`src/rtl/priority_arbiter_rr.sv`:
```
// Registered request arbiter: sticky/transparent pending latches, per-line mask,
// fixed-priority or round-robin selection, winner offered on a valid/ready port.
module priority_arbiter_rr #(
  parameter int N      = 4,
  parameter bit STICKY = 1'b1
) (
  input  logic                clk,
  input  logic                rst,
  input  logic [(1<<N)-1:0]   req_in,
  input  logic [(1<<N)-1:0]   mask_in,
  input  logic                rr_mode,
  input  logic                grant_ready,
  output logic                grant_valid,
  output logic [N-1:0]        grant_idx,
  output logic [(1<<N)-1:0]   pending_out
);

  localparam int R = 1 << N;

  typedef enum logic [0:0] {IDLE = 1'b0, OFFER = 1'b1} state_t;

  // Handshake: a grant transfers on any edge where grant_valid and grant_ready
  // are both high; once raised, grant_valid/grant_idx hold until that transfer.
  state_t       state;
  logic [R-1:0] pending;
  logic [N-1:0] rr_ptr;

  logic         handshake;
  logic [R-1:0] clr;
  logic [R-1:0] e;
  logic [R-1:0] pending_nxt;
  logic [N-1:0] win;
  logic [N-1:0] scan;
  logic         found;
  logic         any;

  assign handshake   = grant_valid & grant_ready;
  assign clr         = handshake ? ({{(R-1){1'b0}}, 1'b1} << grant_idx) : '0;
  assign e           = pending & mask_in & ~clr;
  assign any         = |e;
  // A request arriving on the bit being cleared keeps that bit set.
  assign pending_nxt = STICKY ? ((pending & ~clr) | req_in) : req_in;
  assign pending_out = pending;

  always_comb begin
    win   = '0;
    scan  = '0;
    found = 1'b0;
    if (rr_mode) begin
      for (int i = 0; i < R; i++) begin
        scan = rr_ptr + N'(i);
        if (!found && e[scan]) begin
          win   = scan;
          found = 1'b1;
        end
      end
    end else begin
      for (int i = 0; i < R; i++) begin
        if (e[i]) win = N'(i);
      end
    end
  end

  always_ff @(posedge clk) begin
    if (rst) begin
      pending     <= '0;
      rr_ptr      <= '0;
      state       <= IDLE;
      grant_valid <= 1'b0;
      grant_idx   <= '0;
    end else begin
      pending <= pending_nxt;
      case (state)
        IDLE: begin
          if (any) begin
            grant_idx   <= win;
            grant_valid <= 1'b1;
            state       <= OFFER;
          end
        end
        OFFER: begin
          if (grant_ready) begin
            rr_ptr <= grant_idx + N'(1);
            if (any) begin
              grant_idx <= win;
            end else begin
              grant_valid <= 1'b0;
              state       <= IDLE;
            end
          end
        end
        default: begin
          state       <= IDLE;
          grant_valid <= 1'b0;
        end
      endcase
    end
  end

endmodule
```
`config.mk`:
```
export PLATFORM = sky130hd
export DESIGN_NAME = priority_arbiter_rr
export DESIGN_NICKNAME = d
export VERILOG_FILES = /design/src/rtl/priority_arbiter_rr.sv
export SDC_FILE = /design/constraint.sdc
export NUM_CORES = 1
export LEC_CHECK = 0
export BUFFER_PORTS_ARGS = -buffer_cell sky130_fd_sc_hd__buf_2
export CORE_UTILIZATION = 35
export DETAILED_ROUTE_END_ITERATION = 7
export HOLD_SLACK_MARGIN = 0.06
export PLACE_DENSITY = 0.55
export RECOVER_POWER = 50
export SYNTH_ARGS = -nofsm -noshare
export SYNTH_HDL_FRONTEND = slang
export SYNTH_SLANG_ARGS = --single-unit
export TNS_END_PERCENT = 50
```
`constraint.sdc`:
```
create_clock -name clk -period 13.1 [get_ports clk]
set_input_delay 1.965 -clock clk [delete_from_list [all_inputs] [get_ports clk]]
set_output_delay 1.965 -clock clk [all_outputs]
set_load 0.05 [all_outputs]
```
==> flow_summary_export.csv <==
group,metric,value,unit
die,rows,41,
die,die_h,117,um
global_route,grt_max_degree,39,
critical_path,rrSetupSlack,8.09,ns
place,finalWeightedCongestion,0.971,
global_route,grt_pass1_wl,27400,um
timing,timing.hold.ws,0.518,ns
pwr,ir_drop,80.7,uV
cells_and_area,fin_nets,651,
die,io_pins,57,
clock_network,clock_path_buffers,2,
clock_network,cts.sinks,26,
cells_and_area,num-fill-cells,1439,
cells_and_area,fin_cells,772,
synthesis,synth_top_family_by_area,"compound AO/OA/AOI/OAI gates",
cells_and_area,syn_to_final_growth,8.49,%
cells_and_area,stdcell_area,4990,um^2
global_route,grt-ovfl-total,0,
die,initial_utilization,36.1,%
timing,fin_setup_tns,0,ns
timing,fin_skew,0.00420,ns
cells_and_area,diodes,0,
synthesis,ys.flop_type,"dfxtp_1",
critical_path,endpoint_kind,"flop",
timing,slew_viol_final,0,
timing,setup_viol,0,
pwr,power.density,109,nW/um^2
clock_network,post_cts.repair.setup_buffers,0,
clock_network,cts_made_buffers,3,
synthesis,synth_nets,619,
critical_path,worstPathMaxFanout,14,
critical_path,required,13.25,ns
clock_network,htree_levels,1,
routing,drt-pass1-iter-count,5,
synthesis,yosysUniqueCellTypes,87,
synthesis,ys_seq_area_share,11.3,%
clock_network,cts_resized,0,
place,io_buffers,56,
cells_and_area,mostFrequentLayoutCell,"nand2_1",
clock_network,clkTransAtPathRegs,0.07,ns
global_route,antenna_found_initial,0,
die,coreArea,12700,um^2
critical_path,worstSetupPathType,"primary input to flop",
synthesis,postSynthCellCount,570,
timing,fin_crit_sh,47.5,%
run,drv_cap,0,
synthesis,synth_fa_ha_area_share,3.54,%
place,dp_cells,769,
synthesis,synth_area,4600,um^2
global_route,track_usage,26.8,%
timing,finalHoldViolCount,0,
timing,tightest_slew,0.964,ns
pwr,power,0.543,mW
timing,timing.fmax,161,MHz
timing,rsz0062_at_grt,"false",
synthesis,synthMuxAreaShare,21.2,%
routing,via_per_inst,6.54,
die,die_w,117,um
die,dieArea,13600,um^2
cells_and_area,final_cell_mix,"nand2_1, buf_2, nor2_1",
cells_and_area,layout-drive-gt1-share,21.0,%
global_route,grt_pass1_vias,4802,
synthesis,synth-compound-area-share,30.5,%
synthesis,synthArstFlopShare,0,%
synthesis,yosys_warnings,0,
clock_network,cts_hold_buf,0,
timing,fin_crit,6.23,ns
synthesis,synth_edf_count,0,
routing,postRouteWirelength,17500,um
run_status,status,"finished clean",
clock_network,cts_tree,"done",
routing,drc,0,
synthesis,yosys.area_share.simple,23.6,%
routing,postRouteAntennaNets,0,
clock_network,insertion_delay,0.26,ns
timing,slew_headroom,35.4,%
pwr,p_leak,1.90,nW
place,dpl-instance-area,4940,um^2
synthesis,synth.avg_cell_area,8.07,um^2
place,hpwl,13700,um
clock_network,cts_root_buf,"clkbuf_16",
critical_path,start_kind,"primary input",
min_path,hp-class,"flop to flop",
synthesis,synth-seq-cells,26,
critical_path,cp.arrival,6.38,ns
routing,num_vias,5050,
routing,drt_iter0_drc,551,
routing,routedWlPerCell,22.7,um
synthesis,synth-xor-area-share,3.40,%
[worst paths after layout]
path	startpoint	to	cells after the start
setup / recovery	grant_ready	grant_idx[0]$_SDFFE_PP0P_	12
hold / removal	pending_out[13]$_SDFF_PP0_	pending_out[13]$_SDFF_PP0_	2
hold reg to reg	pending_out[13]$_SDFF_PP0_	pending_out[13]$_SDFF_PP0_	2
setup reg to reg	rr_ptr[2]$_SDFFE_PP0P_	grant_idx[0]$_SDFFE_PP0P_	12
[synth_stat cells (3+ instances only)]
library cell   n  area, um^2
nand2_1       52         195
nor2_1        50         188
a21oi_1       40         200
mux4_2        33         743
o21ai_0       33         165
dfxtp_1       26         521
inv_1         21        78.8
nand3_1       21         105
mux2i_1       16         160
nor3_1        16        80.1
clkbuf_1      14        52.6
ha_1          13         163
xnor2_1       12         105
a211oi_1      11        82.6
nand4_1       10        62.6
o211ai_2      10         125
a31oi_1        9        56.3
buf_2          9        45.0
buf_4          8        60.1
o2111ai_1      8        70.1
nand2b_1       7        43.8
o211ai_1       7        52.6
nor2b_1        6        37.5
nor4_1         6        37.5
o22ai_1        6        37.5
a221oi_1       5        43.8
a22oi_1        5        37.5
and2_1         5        31.3
o21a_1         5        37.5
a2111oi_0      4        35.0
and3_1         4        25.0
buf_6          4        45.0
o32ai_1        4        35.0
or3_1          4        25.0
xor2_1         4        35.0
a21o_1         3        22.5
a311oi_1       3        26.3
and4_1         3        26.3
mux2_2         3        33.8
nand4b_1       3        26.3
o2111a_1       3        33.8
o21bai_1       3        22.5
o31ai_1        3        22.5
or2_2          3        18.8
[stage by stage]
stage / setup WS [ns] / utilization (%)
after floorplan: 7.89 / -
after global placement: 7.08 / 38.9
after detailed placement: 6.98 / 38.9
after CTS: 7.23 / 39.5
after global routing: 6.65 / 39.2
final: 6.87 / 39.2
[sequential cells by signal, indices dropped and copies added (netlist names)]
register	cells
grant_valid	1
state	1
rr_ptr	4
grant_idx	4
pending_out	16
[final cells by class]
class	count	area (um^2)	area share, %
tap	172	215	4.31
sequential	26	520	10.4
clock buffer	3	75.1	1.50
multi-input combinational	484	3750	75.2
inverter	22	82.6	1.66
timing repair buffer	65	342	6.85
[power breakdown]
part | leakage (nW) | total, mW | internal [mW] | switching (mW)
combinational | 1.64 | 0.372 | 0.132 | 0.240
sequential | 0.217 | 0.102 | 0.0872 | 0.0152
clock | 0.0370 | 0.0685 | 0.0405 | 0.0279
total | 1.90 | 0.543 | 0.259 | 0.283
[metal layers]
metal	routed length, um	up-vias	share of wire (%)	GRT usage [%]
li1	-	2315	-	-
met1	7440	2444	42	35.8
met2	8110	254	46	43.7
met3	1200	37	6.9	2.18
met4	756	0	4.3	13.1
met5	0	-	0	0
[critical path: stages]
cell	delay, ns
clkbuf_1	0.41
nand3b_1	0.31
o211ai_1	0.66
mux4_2	0.42
a22oi_1	0.07
and3_1	0.30
or3_1	0.52
or4_4	0.61
or4_4	0.55
nand2_1	0.12
o311ai_1	0.09
o32ai_1	0.35
[kinds of logic after synthesis]
logic type,Yosys count
DFF,26
buffers and inverters,60
xor gates and xnor gates,17
and+or+nand+nor,207
adders and majority gates,13
AOI/OAI and AO/OA,192
muxes,55
Power figures use the tool's default switching activity.
